## config.mk

```make
export PLATFORM = sky130hd
export DESIGN_NAME = lut_piksel_esleme_flat
export DESIGN_NICKNAME = d
export VERILOG_FILES = /design/src/rtl/hist_pkg.sv /design/src/rtl/lut_piksel_esleme_if.sv /design/src/rtl/lut_piksel_esleme_lut_bellek.sv /design/src/rtl/lut_piksel_esleme.sv /design/src/flat_wrapper.sv
export SDC_FILE = /design/constraint.sdc
export NUM_CORES = 2
export LEC_CHECK = 0
export ABC_AREA = 1
export ABC_CLOCK_PERIOD_IN_PS = 6500
export CAP_MARGIN = 20
export CORE_UTILIZATION = 26
export DETAILED_ROUTE_END_ITERATION = 16
export GPL_TIMING_DRIVEN = 1
export PLACE_DENSITY_LB_ADDON = 0.05
export RECOVER_POWER = 100
export SLEW_MARGIN = 15
export SYNTH_ARGS = -nofsm -noshare
export SYNTH_HDL_FRONTEND = slang
export SYNTH_SLANG_ARGS = --single-unit
export TNS_END_PERCENT = 10
```

## constraint.sdc

```tcl
create_clock -name i_clk -period 6.5 [get_ports i_clk]
set_clock_uncertainty 0.2 [all_clocks]
set_input_delay 1.625 -clock i_clk [delete_from_list [all_inputs] [get_ports i_clk]]
set_output_delay 1.625 -clock i_clk [all_outputs]
set_load 0.03 [all_outputs]
```

## src/rtl/hist_pkg.sv

```systemverilog
// Shared constants and types for the histogram-equalization pipeline.
package hist_pkg;

    localparam int unsigned PIX_W     = 8;
    localparam int unsigned HIST_BINS = 256;
    localparam int unsigned FRAME_PIX = 76800;
    localparam int unsigned CNT_W     = 17;
    // Width of the signed equalized-histogram mapping values.
    localparam int unsigned EQ_W      = 20;

    typedef enum logic [1:0] {
        IDLE,
        STREAM,
        DRAIN
    } state_e;

endpackage

```

## src/rtl/lut_piksel_esleme_if.sv

```systemverilog
// Pixel stream bundle: input stream (s_*) and remapped output stream (m_*).
interface lut_piksel_esleme_if;
    import hist_pkg::*;

    logic             s_valid;
    logic             s_ready;
    logic [PIX_W-1:0] s_data;
    logic             m_valid;
    logic             m_ready;
    logic [PIX_W-1:0] m_data;
    logic             m_last;

    // Environment side: sources input pixels, sinks remapped pixels.
    modport master (
        output s_valid, s_data, m_ready,
        input  s_ready, m_valid, m_data, m_last
    );

    // Remapper side.
    modport slave (
        input  s_valid, s_data, m_ready,
        output s_ready, m_valid, m_data, m_last
    );

endinterface

```

## src/rtl/lut_piksel_esleme_lut_bellek.sv

```systemverilog
// 256x8 LUT RAM: synchronous write, synchronous read with read enable, no reset.
module lut_bellek
    import hist_pkg::*;
(
    input  logic             i_clk,
    input  logic             i_wr_en,
    input  logic [PIX_W-1:0] i_wr_addr,
    input  logic [PIX_W-1:0] i_wr_data,
    input  logic             i_rd_en,
    input  logic [PIX_W-1:0] i_rd_addr,
    output logic [PIX_W-1:0] o_rd_data
);

    logic [PIX_W-1:0] r_mem [HIST_BINS];
    logic [PIX_W-1:0] r_rd_data;

    // Write port.
    always_ff @(posedge i_clk) begin
        if (i_wr_en) begin
            r_mem[i_wr_addr] <= i_wr_data;
        end
    end

    // Read port; output holds while the read enable is low.
    always_ff @(posedge i_clk) begin
        if (i_rd_en) begin
            r_rd_data <= r_mem[i_rd_addr];
        end
    end

    assign o_rd_data = r_rd_data;

endmodule

```

## src/rtl/lut_piksel_esleme.sv

```systemverilog
// LUT pixel remapper: loads a 256-entry mapping in IDLE, then streams one frame
// through it with a two-stage pipeline (LUT read, output register).
// Optional macro LUT_SAT_EN: clamp written values to 0..255 instead of truncating.
module lut_piksel_esleme #(
    parameter int unsigned PIX_W     = hist_pkg::PIX_W,
    parameter int unsigned FRAME_PIX = hist_pkg::FRAME_PIX,
    parameter int unsigned CNT_W     = hist_pkg::CNT_W
) (
    input  logic                              i_clk,
    input  logic                              i_rst_n,
    input  logic                              i_lut_wr_en,
    input  logic [PIX_W-1:0]                  i_lut_wr_addr,
    input  logic signed [hist_pkg::EQ_W-1:0]  i_lut_wr_data,
    input  logic                              i_lut_load_done,
    lut_piksel_esleme_if.slave                bus,
    output logic                              o_frame_done,
    output logic                              o_busy
);

    localparam int unsigned EQ_W = hist_pkg::EQ_W;
    localparam logic [CNT_W-1:0] LP_FRAME = CNT_W'(FRAME_PIX);
    localparam logic [CNT_W-1:0] LP_LAST  = CNT_W'(FRAME_PIX - 1);

    hist_pkg::state_e r_state, w_state_nxt;
    logic [CNT_W-1:0] r_pix_cnt;
    logic             w_en, w_s_ready, w_s_fire, w_m_fire, w_last_in;
    logic             w_wr_en;
    logic [PIX_W-1:0] w_wr_data, w_rd_data;
    logic             r_v1, r_l1;
    logic             r_m_valid, r_m_last, r_frame_done;
    logic [PIX_W-1:0] r_m_data;

    // Handshake and pipeline enable.
    always_comb begin
        w_en      = !r_m_valid || bus.m_ready;
        w_s_ready = (r_state == hist_pkg::STREAM) && w_en && (r_pix_cnt < LP_FRAME);
        w_s_fire  = bus.s_valid && w_s_ready;
        w_m_fire  = r_m_valid && bus.m_ready;
        w_last_in = (r_pix_cnt == LP_LAST);
        w_wr_en   = i_lut_wr_en && (r_state == hist_pkg::IDLE);
    end

`ifdef LUT_SAT_EN
    // Clamp the signed mapping value into the pixel range.
    always_comb begin
        w_wr_data = i_lut_wr_data[PIX_W-1:0];
        if (i_lut_wr_data[EQ_W-1]) begin
            w_wr_data = '0;
        end else if (|i_lut_wr_data[EQ_W-2:PIX_W]) begin
            w_wr_data = '1;
        end
    end
`else
    logic [EQ_W-PIX_W-1:0] w_unused_hi;

    // Plain truncation: keep the low pixel bits only.
    always_comb begin
        w_wr_data   = i_lut_wr_data[PIX_W-1:0];
        w_unused_hi = i_lut_wr_data[EQ_W-1:PIX_W];
    end
`endif

    lut_bellek u_lut_bellek (
        .i_clk     (i_clk),
        .i_wr_en   (w_wr_en),
        .i_wr_addr (i_lut_wr_addr),
        .i_wr_data (w_wr_data),
        .i_rd_en   (w_en),
        .i_rd_addr (bus.s_data),
        .o_rd_data (w_rd_data)
    );

    // State register.
    always_ff @(posedge i_clk or negedge i_rst_n) begin
        if (!i_rst_n) begin
            r_state <= hist_pkg::IDLE;
        end else begin
            r_state <= w_state_nxt;
        end
    end

    // Next-state logic.
    always_comb begin
        w_state_nxt = r_state;
        unique case (r_state)
            hist_pkg::IDLE:   if (i_lut_load_done)          w_state_nxt = hist_pkg::STREAM;
            hist_pkg::STREAM: if (w_s_fire && w_last_in)    w_state_nxt = hist_pkg::DRAIN;
            hist_pkg::DRAIN:  if (w_m_fire && r_m_last)     w_state_nxt = hist_pkg::IDLE;
            default:                                        w_state_nxt = hist_pkg::IDLE;
        endcase
    end

    // Accepted-pixel counter; cleared on frame start, stops at FRAME_PIX.
    always_ff @(posedge i_clk or negedge i_rst_n) begin
        if (!i_rst_n) begin
            r_pix_cnt <= '0;
        end else if ((r_state == hist_pkg::IDLE) && i_lut_load_done) begin
            r_pix_cnt <= '0;
        end else if (w_s_fire) begin
            r_pix_cnt <= r_pix_cnt + CNT_W'(1);
        end
    end

    // Pipeline valid/last tracking and output register; everything holds on stall.
    always_ff @(posedge i_clk or negedge i_rst_n) begin
        if (!i_rst_n) begin
            r_v1         <= 1'b0;
            r_l1         <= 1'b0;
            r_m_valid    <= 1'b0;
            r_m_last     <= 1'b0;
            r_m_data     <= '0;
            r_frame_done <= 1'b0;
        end else begin
            r_frame_done <= w_m_fire && r_m_last;
            if (w_en) begin
                r_v1      <= w_s_fire;
                r_l1      <= w_s_fire && w_last_in;
                r_m_valid <= r_v1;
                r_m_last  <= r_v1 && r_l1;
                if (r_v1) begin
                    r_m_data <= w_rd_data;
                end
            end
        end
    end

    assign bus.s_ready  = w_s_ready;
    assign bus.m_valid  = r_m_valid;
    assign bus.m_data   = r_m_data;
    assign bus.m_last   = r_m_last;
    assign o_frame_done = r_frame_done;
    assign o_busy       = (r_state != hist_pkg::IDLE);

endmodule
```

## src/flat_wrapper.sv

```systemverilog
// flat-port wrapper written by rule: the top's interface ports become plain ports
module lut_piksel_esleme_flat 
#(
    parameter int unsigned PIX_W     = hist_pkg::PIX_W,
    parameter int unsigned FRAME_PIX = hist_pkg::FRAME_PIX,
    parameter int unsigned CNT_W     = hist_pkg::CNT_W
)
  (i_clk, i_rst_n, i_lut_wr_en, i_lut_wr_addr, i_lut_wr_data, i_lut_load_done, o_frame_done, o_busy, bus_s_valid, bus_s_data, bus_m_ready, bus_s_ready, bus_m_valid, bus_m_data, bus_m_last);
  lut_piksel_esleme_if bus_i ();
  input  logic i_clk;
  input  logic i_rst_n;
  input  logic i_lut_wr_en;
  input  logic [PIX_W-1:0] i_lut_wr_addr;
  input  logic signed [hist_pkg::EQ_W-1:0] i_lut_wr_data;
  input  logic i_lut_load_done;
  output logic o_frame_done;
  output logic o_busy;
  input wire logic [$bits(bus_i.s_valid)-1:0] bus_s_valid;
  input wire logic [$bits(bus_i.s_data)-1:0] bus_s_data;
  input wire logic [$bits(bus_i.m_ready)-1:0] bus_m_ready;
  output wire logic [$bits(bus_i.s_ready)-1:0] bus_s_ready;
  output wire logic [$bits(bus_i.m_valid)-1:0] bus_m_valid;
  output wire logic [$bits(bus_i.m_data)-1:0] bus_m_data;
  output wire logic [$bits(bus_i.m_last)-1:0] bus_m_last;
  assign bus_i.s_valid = bus_s_valid;
  assign bus_i.s_data = bus_s_data;
  assign bus_i.m_ready = bus_m_ready;
  assign bus_s_ready = bus_i.s_ready;
  assign bus_m_valid = bus_i.m_valid;
  assign bus_m_data = bus_i.m_data;
  assign bus_m_last = bus_i.m_last;
  lut_piksel_esleme #(.PIX_W(PIX_W), .FRAME_PIX(FRAME_PIX), .CNT_W(CNT_W)) u_core (.i_clk(i_clk), .i_rst_n(i_rst_n), .i_lut_wr_en(i_lut_wr_en), .i_lut_wr_addr(i_lut_wr_addr), .i_lut_wr_data(i_lut_wr_data), .i_lut_load_done(i_lut_load_done), .bus(bus_i), .o_frame_done(o_frame_done), .o_busy(o_busy));
endmodule
```

# == Word level (Yosys, flattened, before mapping) ==
# Memory sizes are Yosys's and may differ from the RTL's. A register that Yosys moved wholly into a read port is not among the register bits.
# Index checks and enable logic that the tools add are counted.
# totals
mem_count,1
reg_bits,32
elab_cells,41
ram_bits,2048
in_bits,42
output_inout_bits,13
# mem_list
memory,words,width,rd,rd_clocked_by_memory_dff,write_ports,line_no,source
u_core.u_lut_bellek.r_mem,256,8,1,1,1,lut_piksel_esleme_lut_bellek.sv:14,logic [PIX_W-1:0] r_mem [HIST_BINS];
# op_classes
n_reduce_logical,16
mux,8
magnitude_cmp,1
addsub,1
n_eq_ne,6
# op_table
cell,count
17-bit two-way mux,2
"17-bit by 1-bit adder with 17-bit output, second input constant",1
"17-bit == test, second input constant",1
"17-bit less-than comparator, second input constant",1
1-bit logical AND,9
2-bit two-way mux,3
2-bit case mux with 3 select lines,1
"2-bit inequality test, second input constant",2
2-bit nonzero test,2
3-bit AND reduction,1
"2-bit by 1-bit == test with 1-bit output, second input constant",1
"2-bit == test, second input constant",1
2-bit logical NOT,1
1-bit two-way mux,2
"2-bit by 1-bit inequality test with 1-bit output, second input constant",1
2-bit AND reduction,1
1-bit logical NOT,1
1-bit logical OR,1

# == Longest topological paths before layout ==
# logic_depth
ltp_word,8
depth_mapped,15
mapped_depth_nobuf,11

# == Hierarchy ==
# A second synthesis with hierarchy kept.
# unflattened
hier_cells,7227
area_unflattened_um2,85265.5
# modules_own_cells
mod,n_inst,area_each_um2,cells_per_inst,seq_area_each_um2
lut_bellek,1,83476.3,7003,61739.2
lut_piksel_esleme,1,1789.2,224,800.8

# == Least setup slack after synthesis ==
# OpenSTA, ideal clock, no wires.
# synth_path
path_type,input -> output
from,input port bus_m_ready
to,output port bus_s_ready
required_ns,4.675
slack_ns,2.373
t_arrival_ns,2.302
stages,4
n_path_buf,0
path_cell_list,inv_1 > nand2_1 > nand3_1 > inv_1
# synth_via
elab_chain_len,3
# synth_rtl
element,line_no,source
"start, declared",flat_wrapper.sv:20,input wire logic [$bits(bus_i.m_ready)-1:0] bus_m_ready;
1-bit logical OR,lut_piksel_esleme.sv:35,w_en = !r_m_valid || bus.m_ready;
1-bit logical AND (2 in series),lut_piksel_esleme.sv:36,w_s_ready = (r_state == hist_pkg::STREAM) && w_en && (r_pix_cnt < LP_FRAME);
"end, declared",flat_wrapper.sv:21,output wire logic [$bits(bus_i.s_ready)-1:0] bus_s_ready;
# No other way between the ends.

# == Worst setup path in the final report ==
# layout_path
from,input port i_lut_wr_en
to,memory u_core.u_lut_bellek.r_mem[235][1] (enable)
# layout_via
elab_chain_len,3
# layout_rtl
element,line_no,source
"start, declared",flat_wrapper.sv:12,input logic i_lut_wr_en;
1-bit logical AND,lut_piksel_esleme.sv:40,w_wr_en = i_lut_wr_en && (r_state == hist_pkg::IDLE);
1-bit two-way mux,lut_piksel_esleme_lut_bellek.sv:19,if (i_wr_en) begin
1-bit two-way mux (implied by the code),lut_piksel_esleme_lut_bellek.sv:20,r_mem[i_wr_addr] <= i_wr_data;
"end, declared",lut_piksel_esleme_lut_bellek.sv:14,
# No other way between the ends.

==> qor.yml <==
layout:
  nNetsFinal: 7253
  mostFrequentLayoutCell: "nand2_1"
  drive_above_1_share: 0.0627
  final_util: 0.302
  layout_common_cells: "nand2_1 (2157), edfxtp_1 (2056), nand3_1 (2036)"
  synthToLayoutAreaGrowth_pct: 15.4
status:
  status: "finished with violations"
  violations: "max-capacitance violations, max-slew violations"
yosys:
  synth_cell_type_count: 31
  syn-cell-area_um2: 85100
  synth_cells: 7184
  yosys_warnings: 0
  syn_nets: 7227
  yosysSeqAreaShare: 0.735
  avgSynthCellArea_um2: 11.8
  ys_seq_elements: 2088
pwr:
  total_power_w: 0.0307
  ir_drop_mv: 0.160
  leakage_nw: 33.2
  p_per_area_nw_per_um2: 313
worst_setup_path:
  cp_slowest_cell: "clkbuf_1"
  cp-start-kind: "input port"
  crit_path_frequent_cell: "nor2_1"
  critPathArrivalTime_ns: 5.89
  crit_cells: 6
  slowest_delay_ns: 2.29
  crit_type: "input port to register"
  ff2ff_path_depth: 6
  path_buf_inv: 3
  critPathMaxFanout: 15
  path_cells: "dlygate4sd3_1 > inv_1 > nor2_1 > nand2_2 > clkbuf_1 > nor2_1"
  path_delay_family: "buffers and inverters"
  critPathRequiredTime_ns: 6.66
  end_kind: "register"
floorplan:
  die_h_um: 574
  ioPinCount: 55
  die_area_um2: 329000
  start_util: 0.262
  die_w_um: 574
  row_count: 209
  placeableCoreArea_um2: 325000
clock_tree:
  cts_root_buf: "clkbuf_16"
  clock_path_buffers: 4
  clk_pin_slew_ns: 0.05
  clk_latency_ns: 0.89
  cts_htree_levels: 5
  cts_tree: "yes"
  cts_setup_buffers: 0
  cts_resized: 0
  numCtsBuffers: 267
  ctsHoldBuffers: 0
  cts_sinks: 2088
route:
  finalWirelength_um: 294000
  wl_per_cell_um: 25.1
  drc: 0
  drt_pass1_iterations: 5
  vias: 54300
  drt.antenna.violating_nets: 0
  viasPerCell: 4.62
  drtIter0Drc: 4039
place:
  routabilityCongestion: 0.756
  hpwl_um: 167000
  place_ws_ns: 0.900
  port_buffers: 42
grt:
  grt_antenna_before_repair: 29
  grt_pass1_wl_um: 418000
  overflow: 0
  grt_max_degree: 133
  grt_pass1_vias: 54100
  grtUsageTotal: 0.175
sta:
  max_slew_margin: -2.11
  max_freq_mhz: 174
  period_minus_slack_ns: 5.73
  slew_viol_final: 888
  setup-tns-final_ns: 0
  final-setup-viol-count: 0
  rsz0062_at_grt: "false"
  finalCritPeriodShare: 0.882
  worst_slack_ns: 0.768
  hold_viol: 0
  tightest_slew_ns: 4.66
min_path:
  hold_path_class: "register to register"
  hold_depth: 1
run:
  max_cap_violations: 22
==> kinds of logic (layout without fill, tap and decap cells) <==
logic type	Yosys count	count (layout)	synth area share
and+or+nand+nor	4516	4516	0.230
AOI/OAI and AO/OA	19	19	0.00129
xor gates and xnor gates	5	5	0.000515
other	0	5	0
muxes	9	9	0.00118
adders and majority gates	1	1	0.000147
buffers and inverters	546	777	0.0320
DFF	2088	2088	0.735
==> area by class of cell <==
type	instances	area [um2]
fill	33100	227000
sequential	2088	62500
multi-input combinational	4550	19800
clock buffer	354	7160
tap	4325	5410
timing repair buffer	241	2170
clock inverter	120	795
inverter	62	270
antenna	5	12.5
==> flip-flops by register name, summed over array words and instances (netlist names) <==
name,flops
u_core.bus.m_last,1
u_core.r_l1,1
u_core.bus.m_data,8
u_core.r_pix_cnt,17
u_core.bus.m_valid,1
u_core.o_frame_done,1
u_core.u_lut_bellek.o_rd_data,8
u_core.u_lut_bellek.r_mem,2048
u_core.r_state,2
u_core.r_v1,1
==> routing by layer <==
layer | global-route usage | wire length [um] | vias up
li1 | - | - | 25600
met1 | 0.249 | 139000 | 27300
met2 | 0.285 | 138000 | 1062
met3 | 0.0195 | 11600 | 347
met4 | 0.0408 | 5910 | 0
met5 | 0 | 0 | -
==> worst paths after layout <==
path,from,to,slack (ns)
max in group asynchronous,i_rst_n,u_core.r_v1$_DFFE_PN0N_,3.49
worst max register to register,u_core.r_state[1]$_DFFE_PN0P_,u_core.u_lut_bellek.r_mem[235][1]$_DFFE_PP_,1.05
worst min-delay path,u_core.u_lut_bellek.o_rd_data[3]$_DFFE_PN_,u_core.bus.m_data[3]$_DFFE_PN0P_,0.27
worst max-delay path,i_lut_wr_en,u_core.u_lut_bellek.r_mem[235][1]$_DFFE_PP_,0.77
min in group asynchronous,i_rst_n,u_core.bus.m_data[2]$_DFFE_PN0P_,1.58
worst min register to register,u_core.u_lut_bellek.o_rd_data[3]$_DFFE_PN_,u_core.bus.m_data[3]$_DFFE_PN0P_,0.27
==> per-stage QoR <==
stage,instances,cell area (um2),hold slack (ns)
3_3_place_gp,11300,90600,0.279
2_1_floorplan,7184,85100,0.255
3_5_place_dp,11300,90700,0.265
6_report,11700,98200,0.273
5_1_grt,11700,98100,0.298
4_1_cts,11700,98600,0.276
==> synth_stat cells, drive strengths merged <==
master  count  area share
mux2i       1     0.00012
nand3    2036        0.12
o21a        1    0.000088
o21ai       9     0.00053
nor3b       2     0.00018
nor2      306       0.014
a211oi      1    0.000088
mux2        8      0.0011
ha          1     0.00015
edfxtp   2056        0.73
buf       367       0.024
a21oi       3     0.00018
a31oi       2     0.00015
nand4       4     0.00029
clkbuf    117      0.0052
xor2        4     0.00041
nor3        7     0.00041
inv        62      0.0028
o31ai       2     0.00018
dfrtp      32      0.0094
nor4        2     0.00015
xnor2       1     0.00010
nand2    2159       0.095
o211ai      1    0.000088
==> power by group <==
part           internal [W]  switching, W  total, W
clock network       0.00798       0.00585    0.0138
logic              0.000473       0.00150   0.00198
registers            0.0149     0.0000409    0.0149
total                0.0233       0.00740    0.0307
No activity file was read; power rests on OpenSTA's default activity.
